$ cat config.mk
export PLATFORM = sky130hd
export DESIGN_NAME = ex_mem_buffer_flat
export DESIGN_NICKNAME = d
export VERILOG_FILES = /design/src/rtl/ex_mem_buffer_if.sv /design/src/rtl/ex_mem_buffer.sv /design/src/flat_wrapper.sv
export SDC_FILE = /design/constraint.sdc
export NUM_CORES = 1
export LEC_CHECK = 0
export CORE_ASPECT_RATIO = 1.5
export CORE_MARGIN = 8
export CORE_UTILIZATION = 46
export DETAILED_ROUTE_END_ITERATION = 16
export GPL_ROUTABILITY_DRIVEN = 0
export PLACE_DENSITY = 0.81
export SKIP_CTS_REPAIR_TIMING = 1
export SYNTH_ARGS = -nofsm -noshare
export SYNTH_HDL_FRONTEND = slang
export SYNTH_SLANG_ARGS = --single-unit
$ cat constraint.sdc
create_clock -name clk -period 1.7 [get_ports clk]
set_input_delay 0.425 -clock clk [delete_from_list [all_inputs] [get_ports clk]]
set_output_delay 0.425 -clock clk [all_outputs]
set_load 0.02 [all_outputs]
$ cat src/rtl/ex_mem_buffer_if.sv
// Handshake and data bundle between the execute stage, the EX/MEM buffer and the memory stage.
// The slave modport is the buffer side and the master modport is the driving/consuming side.
interface ex_mem_buffer_if #(
    parameter int WIDTH = 12,
    parameter int RW    = 4
) ();
    logic                 in_valid;
    logic                 in_ready;
    logic [2*WIDTH-1:0]   alu_out;
    logic                 alu_n;
    logic                 alu_z;
    logic                 alu_v;
    logic                 alu_c;
    logic [RW-1:0]        rd_in;
    logic                 reg_we_in;
    logic                 set_flags;
    logic                 flush;
    logic                 out_valid;
    logic                 out_ready;
    logic [2*WIDTH-1:0]   result_out;
    logic [RW-1:0]        rd_out;
    logic                 reg_we_out;
    logic [3:0]           flags_out;

    modport slave (
        input  in_valid, alu_out, alu_n, alu_z, alu_v, alu_c, rd_in, reg_we_in,
               set_flags, flush, out_ready,
        output in_ready, out_valid, result_out, rd_out, reg_we_out, flags_out
    );

    modport master (
        output in_valid, alu_out, alu_n, alu_z, alu_v, alu_c, rd_in, reg_we_in,
               set_flags, flush, out_ready,
        input  in_ready, out_valid, result_out, rd_out, reg_we_out, flags_out
    );
endinterface

$ cat src/rtl/ex_mem_buffer.sv
// Two-entry EX/MEM skid buffer: head drives the memory stage and skid absorbs one result
// under backpressure, so in_ready depends only on registered state.
module ex_mem_buffer #(
    parameter int WIDTH = 12,
    parameter int RW    = 4
) (
    input  logic                 clk,
    input  logic                 rst_n,
    ex_mem_buffer_if.slave       bus
);
    typedef enum logic [1:0] {
        EMPTY = 2'd0,
        ONE   = 2'd1,
        TWO   = 2'd2
    } state_t;

    state_t               r_state;
    logic                 r_in_ready;
    logic                 r_out_valid;
    logic [2*WIDTH-1:0]   r_head_result;
    logic [RW-1:0]        r_head_rd;
    logic                 r_head_we;
    logic [2*WIDTH-1:0]   r_skid_result;
    logic [RW-1:0]        r_skid_rd;
    logic                 r_skid_we;
    logic [3:0]           r_flags;

    logic                 w_accept;
    logic                 w_pop;

    assign w_accept = bus.in_valid & r_in_ready  & ~bus.flush;
    assign w_pop    = r_out_valid  & bus.out_ready & ~bus.flush;

    // Handshake outputs are registered copies of the occupancy, updated alongside r_state.
    always_ff @(posedge clk or negedge rst_n) begin
        if (!rst_n) begin
            r_state       <= EMPTY;
            r_in_ready    <= 1'b0;
            r_out_valid   <= 1'b0;
            r_head_result <= '0;
            r_head_rd     <= '0;
            r_head_we     <= 1'b0;
            r_skid_result <= '0;
            r_skid_rd     <= '0;
            r_skid_we     <= 1'b0;
            r_flags       <= '0;
        end else begin
            if (w_accept && bus.set_flags) begin
                r_flags <= {bus.alu_n, bus.alu_z, bus.alu_v, bus.alu_c};
            end
            if (bus.flush) begin
                r_state     <= EMPTY;
                r_out_valid <= 1'b0;
                r_in_ready  <= 1'b1;
            end else begin
                case (r_state)
                    EMPTY: begin
                        r_in_ready <= 1'b1;
                        if (w_accept) begin
                            r_head_result <= bus.alu_out;
                            r_head_rd     <= bus.rd_in;
                            r_head_we     <= bus.reg_we_in;
                            r_state       <= ONE;
                            r_out_valid   <= 1'b1;
                        end
                    end
                    ONE: begin
                        if (w_accept && w_pop) begin
                            r_head_result <= bus.alu_out;
                            r_head_rd     <= bus.rd_in;
                            r_head_we     <= bus.reg_we_in;
                        end else if (w_accept) begin
                            r_skid_result <= bus.alu_out;
                            r_skid_rd     <= bus.rd_in;
                            r_skid_we     <= bus.reg_we_in;
                            r_state       <= TWO;
                            r_in_ready    <= 1'b0;
                        end else if (w_pop) begin
                            r_state     <= EMPTY;
                            r_out_valid <= 1'b0;
                        end
                    end
                    TWO: begin
                        if (w_pop) begin
                            r_head_result <= r_skid_result;
                            r_head_rd     <= r_skid_rd;
                            r_head_we     <= r_skid_we;
                            r_state       <= ONE;
                            r_in_ready    <= 1'b1;
                        end
                    end
                    default: begin
                        r_state     <= EMPTY;
                        r_out_valid <= 1'b0;
                        r_in_ready  <= 1'b1;
                    end
                endcase
            end
        end
    end

    assign bus.in_ready   = r_in_ready;
    assign bus.out_valid  = r_out_valid;
    assign bus.result_out = r_head_result;
    assign bus.rd_out     = r_head_rd;
    assign bus.reg_we_out = r_head_we;
    assign bus.flags_out  = r_flags;
endmodule

$ cat src/flat_wrapper.sv
// flat-port wrapper written by rule: the top's interface ports become plain ports
module ex_mem_buffer_flat 
#(
    parameter int WIDTH = 12,
    parameter int RW    = 4
)
  (clk, rst_n, bus_in_valid, bus_alu_out, bus_alu_n, bus_alu_z, bus_alu_v, bus_alu_c, bus_rd_in, bus_reg_we_in, bus_set_flags, bus_flush, bus_out_ready, bus_in_ready, bus_out_valid, bus_result_out, bus_rd_out, bus_reg_we_out, bus_flags_out);
  ex_mem_buffer_if #(.WIDTH(WIDTH), .RW(RW)) bus_i ();
  input  logic clk;
  input  logic rst_n;
  input wire logic [$bits(bus_i.in_valid)-1:0] bus_in_valid;
  input wire logic [$bits(bus_i.alu_out)-1:0] bus_alu_out;
  input wire logic [$bits(bus_i.alu_n)-1:0] bus_alu_n;
  input wire logic [$bits(bus_i.alu_z)-1:0] bus_alu_z;
  input wire logic [$bits(bus_i.alu_v)-1:0] bus_alu_v;
  input wire logic [$bits(bus_i.alu_c)-1:0] bus_alu_c;
  input wire logic [$bits(bus_i.rd_in)-1:0] bus_rd_in;
  input wire logic [$bits(bus_i.reg_we_in)-1:0] bus_reg_we_in;
  input wire logic [$bits(bus_i.set_flags)-1:0] bus_set_flags;
  input wire logic [$bits(bus_i.flush)-1:0] bus_flush;
  input wire logic [$bits(bus_i.out_ready)-1:0] bus_out_ready;
  output wire logic [$bits(bus_i.in_ready)-1:0] bus_in_ready;
  output wire logic [$bits(bus_i.out_valid)-1:0] bus_out_valid;
  output wire logic [$bits(bus_i.result_out)-1:0] bus_result_out;
  output wire logic [$bits(bus_i.rd_out)-1:0] bus_rd_out;
  output wire logic [$bits(bus_i.reg_we_out)-1:0] bus_reg_we_out;
  output wire logic [$bits(bus_i.flags_out)-1:0] bus_flags_out;
  assign bus_i.in_valid = bus_in_valid;
  assign bus_i.alu_out = bus_alu_out;
  assign bus_i.alu_n = bus_alu_n;
  assign bus_i.alu_z = bus_alu_z;
  assign bus_i.alu_v = bus_alu_v;
  assign bus_i.alu_c = bus_alu_c;
  assign bus_i.rd_in = bus_rd_in;
  assign bus_i.reg_we_in = bus_reg_we_in;
  assign bus_i.set_flags = bus_set_flags;
  assign bus_i.flush = bus_flush;
  assign bus_i.out_ready = bus_out_ready;
  assign bus_in_ready = bus_i.in_ready;
  assign bus_out_valid = bus_i.out_valid;
  assign bus_result_out = bus_i.result_out;
  assign bus_rd_out = bus_i.rd_out;
  assign bus_reg_we_out = bus_i.reg_we_out;
  assign bus_flags_out = bus_i.flags_out;
  ex_mem_buffer #(.WIDTH(WIDTH), .RW(RW)) u_core (.clk(clk), .rst_n(rst_n), .bus(bus_i));
endmodule
==> impl_metrics.tcl <==
set metrics [dict create \
    status "finished, violations left" \
    violations "setup timing" \
    floorplan.initialDensity_pct 46.9 \
    drive_above_1_share_pct 49.0 \
    p_comb_share_pct 33.8 \
    fin_crit_sh_pct 103 \
    cp_max_fo 10 \
    grt_max_degree 67 \
    clock_power_share_pct 25.0 \
    ys_types 31 \
    drtIter0Drc 101 \
    clock_path_buffers 2 \
    ys.warnings.count 0 \
    setup_violations 19 \
    area_delta_synth_final_pct 51.6 \
    grt_pass1_vias 2140 \
    cts-buffers-inserted 9 \
    final.min_clock_period_ps 1750 \
    synth-seq-cells 66 \
    p_seq_share_pct 41.2 \
    finClkSkew_ps 7.56 \
    slew_viol_final 0 \
    die_w_um 82.0 \
    io-pin-count 74 \
    synth_fp_nets 232 \
    max-cap-violations 0 \
    worstPathArrival_ps 1970 \
    p_leak_uw 0.00227 \
    n_antenna_cell 0 \
    cts_num_sinks 66 \
    tightest_slew_ps 352 \
    async_flop_share_pct 100 \
    syn_area_um2 3000 \
    p_per_area_nw_per_um2 1290 \
    synth_edf_count 0 \
    io_buffers 73 \
    antenna_found_initial 0 \
    rows 36 \
    overflow 0 \
    grt_pass1_wl_um 10200 \
    crit_required_ps 1920 \
    hpwlAfterDp_um 4410 \
    clock_latency_ps 330 \
    postLayoutCellArea_um2 4550 \
    postRouteAntennaNets 0 \
    r2r_cells 5 \
    synthTopCellsByCount "mux2_2, dfrtp_1, mux2_4, buf_2" \
    die_h_um 115 \
    drc_errors 0 \
    fill_cells 426 \
    firstDrtPassIters 4 \
    grt_setup_unrepaired "yes" \
    synth.area.top_cells "dfrtp_1, mux2_2, mux2_4, buf_8, nor4b_4" \
    reg2reg_to "u_core.bus.result_out[4]" \
    avgViaCountPerCell 5.23 \
    synth_area_leader_cell "dfrtp_1" \
    dieArea_um2 9420 \
    critPathLaunchType "flip-flop" \
    worstSetupPathType "flip-flop to flip-flop" \
    cts_root_buf "clkbuf_8" \
    dr_total_vias 1977 \
    grt_use_total_pct 14.1 \
    hold_viol 0 \
    postSynthAreaPerCell_um2 15.6 \
    p_sw_uw 1690 \
    synth_ff_type "dfrtp_1" \
    yosysMostFrequentCell "mux2_2" \
    cts-htree-levels 3 \
    core_area_um2 6400 \
    dpl_cell_area_um2 3930 \
    wirelength_um 7150 \
    swShare_pct 28.7 \
    wire_per_inst_um 18.9 \
    path_clk_slew_ps 70 \
    rrSetupSlack_ps -50 \
    post-place-ws_ps -455 \
    layout.nets 336 \
    ir_worst_vdd_v 0.000810 \
    cp-end-kind "flip-flop" \
    r2r_start "u_core.r_state[0]" \
    cts_tree "done" \
    yosysSeqAreaShare_pct 55.0 \
    fmax_mhz 571 \
    worst_slack_ps -52.6 \
    worstHoldPathType "input port to asynchronous set/reset pin" \
    syn_inst 193 \
    internal_power_uw 4200 \
    yosysTopAreaCellShare_pct 55.0 \
    slew_headroom_pct 76.5 \
]
stage by stage:
| step | std cells | util, % | TNS, ps | hold slack, ps | power, µW |
|---|---|---|---|---|---|
| after floorplan | 193 | - | 0 | 129 | 3420 |
| after global placement | 350 | 61.4 | -24310 | 464 | 4220 |
| after detailed placement | 350 | 61.4 | -25880 | 470 | 4300 |
| after CTS | 366 | 64.9 | -6220 | 104 | 5780 |
| after global routing | 378 | 71.2 | -2280 | 108 | 6190 |
| final | 378 | 71.2 | -551 | 98.5 | 5890 |
registers in the layout (all words and copies together) (netlist names):
register               flops
u_core.bus.result_out     24
u_core.bus.rd_out          4
u_core.r_skid_rd           4
u_core.r_skid_we           1
u_core.bus.in_ready        1
u_core.bus.flags_out       4
u_core.bus.reg_we_out      1
u_core.r_state             2
u_core.bus.out_valid       1
u_core.r_skid_result      24
how the worst max path moves through the flow:
stage | start | end | slack [ps]
final | u_core.r_state[0] | u_core.bus.result_out[4] | -50
after global routing | u_core.r_state[0] | u_core.bus.rd_out[1] | -110
after CTS | u_core.bus.in_ready | bus_in_ready | -240
after detailed placement | bus_out_ready | u_core.r_skid_result[6] | -460
after global placement | bus_out_ready | u_core.bus.result_out[10] | -420
after floorplan | u_core.bus.in_ready | u_core.r_skid_rd[0] | 10
power groups by stage:
stage	Sequential (µW)	Clock (µW)	Combinational, µW
CTS	2420	1500	1860
floorplan	2690	0	731
global placement	2410	0	1810
global route	2490	1580	2120
finish	2430	1470	1990
detailed placement	2440	0	1850
metal layers:
metal	part of all wire, %	GRT usage (%)	vias to the layer above
met1	38	14.9	1013
met5	0	0	-
met2	56	24.7	52
met3	4.9	3.60	6
met4	1.0	6.94	0
li1	-	-	906
cell families (layout without fill, tap and decap cells):
kind of cell | count (synthesis) | count (layout) | share of synthesized area [%]
flops | 66 | 66 | 55.0
compound gates | 10 | 10 | 2.54
buf+inv | 11 | 120 | 3.00
mux | 91 | 91 | 35.4
simple gates | 15 | 15 | 4.08
final cells by class:
| type | instances | area (µm²) | share of cell area (%) |
|---|---|---|---|
| repair buffers | 102 | 1150 | 25.3 |
| clock buffers | 10 | 138 | 3.02 |
| multi-input cells | 116 | 1420 | 31.1 |
| flip-flops and latches | 66 | 1660 | 36.4 |
| well taps | 76 | 95.1 | 2.09 |
| inverters | 2 | 7.51 | 0.165 |
| clock inverters | 6 | 90.1 | 1.98 |
layout by cell type (no fill, tap or decap), types with 2 or more instances in the layout:
| master | n |
|---|---|
| dfrtp_1 | 62 |
| clkdlybuf4s50_1 | 34 |
| buf_12 | 4 |
| clkinvlp_4 | 4 |
| o21ai_0 | 2 |
| mux2_2 | 46 |
| a21o_1 | 2 |
| bufinv_16 | 2 |
| inv_1 | 2 |
| dfrtp_2 | 4 |
| mux2_4 | 44 |
| dlymetal6s2s_1 | 38 |
| clkbuf_16 | 2 |
| buf_4 | 16 |
| buf_6 | 7 |
| clkbuf_8 | 10 |
critical path, cell delays in order (launching register included):
cell       delay (ps)
dfrtp_2           450
buf_6             140
nor2b_4           230
clkbuf_16         220
mux2_2            330
mux2_2            260
(Power assumes the default switching activity.)
